===== config.mk =====
export PLATFORM = sky130hd
export DESIGN_NAME = mul32_seq
export DESIGN_NICKNAME = d
export VERILOG_FILES = /design/src/rtl/mul32_seq.sv
export SDC_FILE = /design/constraint.sdc
export NUM_CORES = 1
export LEC_CHECK = 0
export ABC_AREA = 1
export BUFFER_PORTS_ARGS = -buffer_cell sky130_fd_sc_hd__buf_2
export CORE_ASPECT_RATIO = 1.4
export CORE_MARGIN = 2
export CORE_UTILIZATION = 44
export DETAILED_ROUTE_END_ITERATION = 8
export PLACE_DENSITY = 0.74
export SLEW_MARGIN = 20
export SYNTH_ARGS = -nofsm -noshare
export SYNTH_HDL_FRONTEND = slang
export SYNTH_SLANG_ARGS = --single-unit

===== constraint.sdc =====
create_clock -name CLK -period 5.9 [get_ports CLK]
set_input_delay 1.77 -clock CLK [delete_from_list [all_inputs] [get_ports CLK]]
set_output_delay 1.77 -clock CLK [all_outputs]
set_load 0.05 [all_outputs]

===== src/rtl/mul32_seq.sv =====
`timescale 1ns/1ps
// Iterative unsigned WIDTHxWIDTH -> 2*WIDTH shift-add multiplier driving an external shared adder.
// One product per START: 32 iteration cycles, then a one-cycle DONE pulse with PRODUCT held afterwards.
module mul32_seq #(
  parameter int WIDTH = 32,
  parameter int CNT_W = 6
) (
  input  logic               CLK,
  input  logic               RST,
  input  logic               START,
  input  logic [WIDTH-1:0]   OP_A,
  input  logic [WIDTH-1:0]   OP_B,
  output logic               BUSY,
  output logic               DONE,
  output logic [2*WIDTH-1:0] PRODUCT,
  output logic [WIDTH-1:0]   ADD_IN1,
  output logic [WIDTH-1:0]   ADD_IN2,
  output logic               ADD_CIN,
  input  logic [WIDTH-1:0]   ADD_OUT,
  input  logic               ADD_COUT
);

  typedef enum logic [1:0] {IDLE, CALC, FIN} state_t;

  state_t             state, state_nxt;
  logic [CNT_W-1:0]   cnt;
  logic [WIDTH-1:0]   acc_hi;
  logic [WIDTH-1:0]   acc_lo;
  logic [WIDTH-1:0]   mcand;
  logic [2*WIDTH-1:0] shifted;
  logic               last_iter;

  // Adder carry is the top bit of the partial sum; the multiplier bit consumed falls off the bottom.
  assign shifted   = {ADD_COUT, ADD_OUT, acc_lo[WIDTH-1:1]};
  assign last_iter = (cnt == CNT_W'(WIDTH-1));

  always_ff @(posedge CLK or posedge RST) begin
    if (RST) begin
      state <= IDLE;
    end else begin
      state <= state_nxt;
    end
  end

  always_comb begin
    state_nxt = state;
    case (state)
      IDLE:    if (START) state_nxt = CALC;
      CALC:    if (last_iter) state_nxt = FIN;
      FIN:     state_nxt = IDLE;
      default: state_nxt = IDLE;
    endcase
  end

  always_comb begin
    BUSY    = 1'b0;
    DONE    = 1'b0;
    ADD_IN1 = '0;
    ADD_IN2 = '0;
    ADD_CIN = 1'b0;
    case (state)
      CALC: begin
        BUSY    = 1'b1;
        ADD_IN1 = acc_hi;
        ADD_IN2 = acc_lo[0] ? mcand : '0;
      end
      FIN: begin
        BUSY = 1'b1;
        DONE = 1'b1;
      end
      default: ;
    endcase
  end

  always_ff @(posedge CLK or posedge RST) begin
    if (RST) begin
      cnt     <= '0;
      acc_hi  <= '0;
      acc_lo  <= '0;
      mcand   <= '0;
      PRODUCT <= '0;
    end else begin
      case (state)
        IDLE: begin
          if (START) begin
            mcand  <= OP_A;
            acc_lo <= OP_B;
            acc_hi <= '0;
            cnt    <= '0;
          end
        end
        CALC: begin
          {acc_hi, acc_lo} <= shifted;
          cnt              <= cnt + CNT_W'(1);
          if (last_iter) PRODUCT <= shifted;
        end
        default: ;
      endcase
    end
  end

endmodule

* Word-level counts from Yosys, hierarchy flattened *
Cells that the tools add are included.

word-level totals
  register bits = 168
  bits of input ports = 100
  output and inout bits = 131
  logic and storage cells = 33

cells by class
  add/sub/neg operators = 1
  eq/ne operators = 5
  mux-type cells = 14
  reduce and logical (&&, ||, !) cells = 7

operator list
  cell                 count
  $mux 32              5
  $pmux 32 s2          2
  $pmux 6 s2           1
  $reduce_and 2->1     4
  $add 6x1->6 const B  1
  $eq 6x5->1 const B   1
  $mux 6               1
  $mux 2               2
  $ne 2x2->1 const B   2
  $pmux 2 s2           1
  $eq 2x1->1 const B   1
  $eq 2x2->1 const B   1
  $logic_not 2->1      1
  $mux 1               2
  $reduce_bool 2->1    1
  $reduce_or 2->1      1

* Depth between registers and ports, before layout *
  depth after elaboration = 3
  gate-level depth with buffers = 9
  mapped depth without buffers = 9

* Least setup slack after synthesis *
Ideal clock, no wire load.

  path kind = register to output
  from = reg state[1]
  to = out ADD_IN2[10]
  data arrival time = 1.796 ns
  required time = 4.130 ns
  path slack = 2.334 ns
  stages on the path, launching flop included = 7
  cells stage by stage = dfrtp_1 > inv_1 > ha_1 > buf_2 > nand2_1 > clkbuf_1 > nor2_1

between the ends
  cells in the longest elaborated chain, start to end = 2

RTL lines
  element                   line  RTL
  start: declaration        25    state_t state, state_nxt;
  start signal: assignment  41    state <= state_nxt;
  $eq 2x1->1                61    case (state)
  $mux 32                   61
  end: declaration          17    output logic [WIDTH-1:0] ADD_IN2,

Every way passes these cells.

* Worst setup path after layout *
  from = reg state[1]
  to = out ADD_IN1[19]

between the ends
  cells in the longest elaborated chain, start to end = 2

RTL lines
  element           line  RTL
  $eq 2x1->1        61
  $mux 32           61
  end: declaration  16    output logic [WIDTH-1:0] ADD_IN1,

Every way passes these cells.

==> impl_metrics.yaml <==
run_status:
  status: "complete, no violations"
min_path:
  whs_endpoint: "PRODUCT[31]"
  min_path_cells: 2
  worstHoldStart: "PRODUCT[31]"
  hp-class: "flip-flop to flip-flop"
floorplanning:
  die-area_um2: 17300
  core_um2: 16000
  num_rows: 55
  chipWidth_um: 112
  fp.dieH_um: 155
  initial_core_util: 0.445
  ios: 231
clock_tree:
  clkTransAtPathRegs_ps: 60
  clock_latency_ps: 430
  hold_buffers: 0
  cts_root_buf: "clkbuf_16"
  cts_max_path_buffers: 2
  cts_htree_levels: 4
  cts_buffers: 17
  cts_setup_buffers: 0
  cts_sinks: 168
  cts_resized: 0
  tritoncts: "built"
timing:
  fin_crit_sh: 0.704
  hold_violations: 0
  rsz0062_at_grt: "no"
  setup_viol: 0
  setup_tns_ps: 0
  setup_ws_ps: 1740
  worst_pin_slew_ps: 1030
  slew_headroom: 0.312
  finClkSkew_ps: 11.7
  fin_crit_ps: 4160
  timing.fmax_ghz: 0.241
  drv_slew: 0
critical_path:
  rrSetupSlack_ps: 2600
  worstPathArrival_ps: 2390
  worst_setup_path_end_kind: "output port"
  r2r-end: "acc_hi[25]"
  critical_path.cell_chain: "inv_1 > ha_4 > buf_4 > nand2_1 > inv_1 > buf_2"
  crit_type: "flip-flop to output port"
  cp_slowest_stage_delay_ps: 770
  critPathBufInv: 4
  cpMostUsedCell: "inv_1"
  crit_slowest_cell: "buf_4"
  startpoint_type: "flip-flop"
  path_delay_family: "buffers and inverters"
  cp_data_required_time_ps: 4130
  reg2regPathDepth: 9
  path_max_fanout: 102
  timing.rr.start: "state[1]"
placed_design:
  place_ws_ps: 2220
  place_congestion: 0.817
  portBuffers: 229
  dp_hpwl_um: 11600
synthesis:
  synth_top_area_frac: 0.589
  synth_common_cells: "nand2_1 (221), dfrtp_1 (168), inv_1 (139), o21ai_0 (108), o21ai_1 (47)"
  async_reset_ff_frac: 1.00
  synthSimpleGateAreaFrac: 0.146
  synth_fa_ha_area_frac: 0.00701
  yosys-top-cells-area: "dfrtp_1 (59%), nand2_1 (12%), o21ai_0 (7.6%)"
  synth_top_family_by_area: "compound AO/OA/AOI/OAI gates"
  synth_compound_area_frac: 0.149
  synth_cell_type_count: 24
  synth_largest_area_cell: "dfrtp_1"
  syn_area_per_cell_um2: 8.63
  ys_ff_latch: 168
  ys_seq_area_frac: 0.589
  synth.net_count: 931
  syn_area_um2: 7140
  yosys_warnings: 0
  synth_ff_type: "dfrtp_1"
  synth_edf_count: 0
  synth_most_common_cell: "nand2_1"
  syn_inst: 827
  synth-xor-area-share: 0
  synth.mux.area_fraction: 0
power_and_ir_drop:
  pwr-share-seq: 0.374
  power_frac_comb: 0.357
  powerDensity_nw_per_um2: 473
  p_int_mw: 2.50
  switching_share: 0.410
  power.leakage_nw: 5.00
  ir_drop_mv: 0.225
  switching_power_mw: 1.74
  p_clk_frac: 0.269
drt:
  drc: 0
  drtPass1Iterations: 4
  wl_per_cell_um: 13.8
  drtIter0Drc: 438
  viasPerCell: 4.81
  vias: 5980
  ant_nets: 0
  drt-total-wl_um: 17200
final_layout:
  drive_above_1_share: 0.267
  final_core_util: 0.560
  syn_to_final_growth_pct: 25.7
  nets: 1135
global_route:
  track_usage: 0.203
  grt_max_degree: 137
  grt_pass1_wl_um: 28200
  grt_antenna_before_repair: 1
  first_global_vias: 5771
  grt_overflow: 0
run:
  maxCapViolCount: 0
[cells in the final DEF, fill, tap and decap left out, types with 2 or more instances in the layout]
| master | netlist | routed |
|---|---|---|
| a21oi_1 | 3 | 3 |
| a31oi_1 | 2 | 2 |
| buf_2 | 23 | 229 |
| buf_4 | 1 | 4 |
| bufinv_16 | 0 | 3 |
| clkbuf_1 | 18 | 2 |
| clkbuf_16 | 0 | 17 |
| clkinv_4 | 0 | 3 |
| clkinvlp_4 | 0 | 4 |
| dfrtp_1 | 168 | 168 |
| ha_1 | 4 | 3 |
| inv_1 | 139 | 138 |
| inv_2 | 2 | 2 |
| inv_6 | 0 | 3 |
| nand2_1 | 221 | 218 |
| nand2_2 | 1 | 4 |
| nand3_1 | 4 | 4 |
| nand4_1 | 2 | 2 |
| nor2_1 | 39 | 39 |
| o211ai_1 | 30 | 30 |
| o21ai_0 | 108 | 108 |
| o21ai_1 | 47 | 47 |
| o21ai_2 | 4 | 4 |
[per-stage QoR]
| stage | total power [mW] | hold WS [ps] | cells | instance area [µm²] |
|---|---|---|---|---|
| after global routing | 4.54 | 507 | 1244 | 8970 |
| after global placement | 3.09 | 461 | 1211 | 8360 |
| after CTS | 4.29 | 484 | 1243 | 8970 |
| after floorplan | 2.78 | 453 | 827 | 7140 |
| final | 4.24 | 479 | 1244 | 8970 |
| after detailed placement | 3.13 | 467 | 1211 | 8360 |
[cells by family (layout without fill, tap and decap cells)]
family | count (synthesis) | in the layout
AOI/OAI and AO/OA | 194 | 194
adders and majority gates | 4 | 4
buffers and inverters | 190 | 407
DFF | 168 | 168
other | 1 | 2
and+or+nand+nor | 270 | 270
[state kept, by name, indices dropped and copies added, names as in the netlist]
register  flops
PRODUCT      64
acc_hi       32
acc_lo       32
cnt           6
mcand        32
state         2
[per-layer routing]
layer,GRT usage,wire length [µm]
met1,0.250,7080
met2,0.338,8670
met3,0.0384,787
met4,0.113,670
met5,0,0
[how the worst max path moves through the flow]
stage | from | slack, ps | endpoint | cells after the start
floorplan | RST | 1990 | PRODUCT[0] | 1
global placement | state[1] | 2250 | ADD_IN2[26] | 5
detailed placement | START | 2220 | acc_hi[12] | 7
CTS | state[1] | 1750 | ADD_IN2[10] | 5
global route | state[1] | 1590 | ADD_IN1[25] | 6
finish | state[1] | 1740 | ADD_IN1[19] | 6
[area by class of cell]
cell class	count	area, µm²
clock buffers	19	433
fillers	1474	7060
well taps	199	249
flip-flops and latches	168	4200
repair buffers	234	1200
multi-input cells	469	2190
diodes	1	2.50
inverters	141	533
clock inverters	13	170
[worst reg2reg max path: stages (launching register included)]
cell and delay [ps]:
dfrtp_1 390, inv_1 110, ha_4 150, buf_4 770, nand2_1 160, nand2_2 500
buf_4 460, inv_2 350, nand2_1 170, o21ai_0 100
[power by group through the flow]
stage	Combinational [mW]	Clock, mW	Sequential (mW)
global placement	1.49	0	1.60
finish	1.51	1.14	1.59
detailed placement	1.52	0	1.61
floorplan	1.21	0	1.57
CTS	1.53	1.17	1.59
global route	1.70	1.21	1.62
No activity file was read; power rests on OpenSTA's default activity.
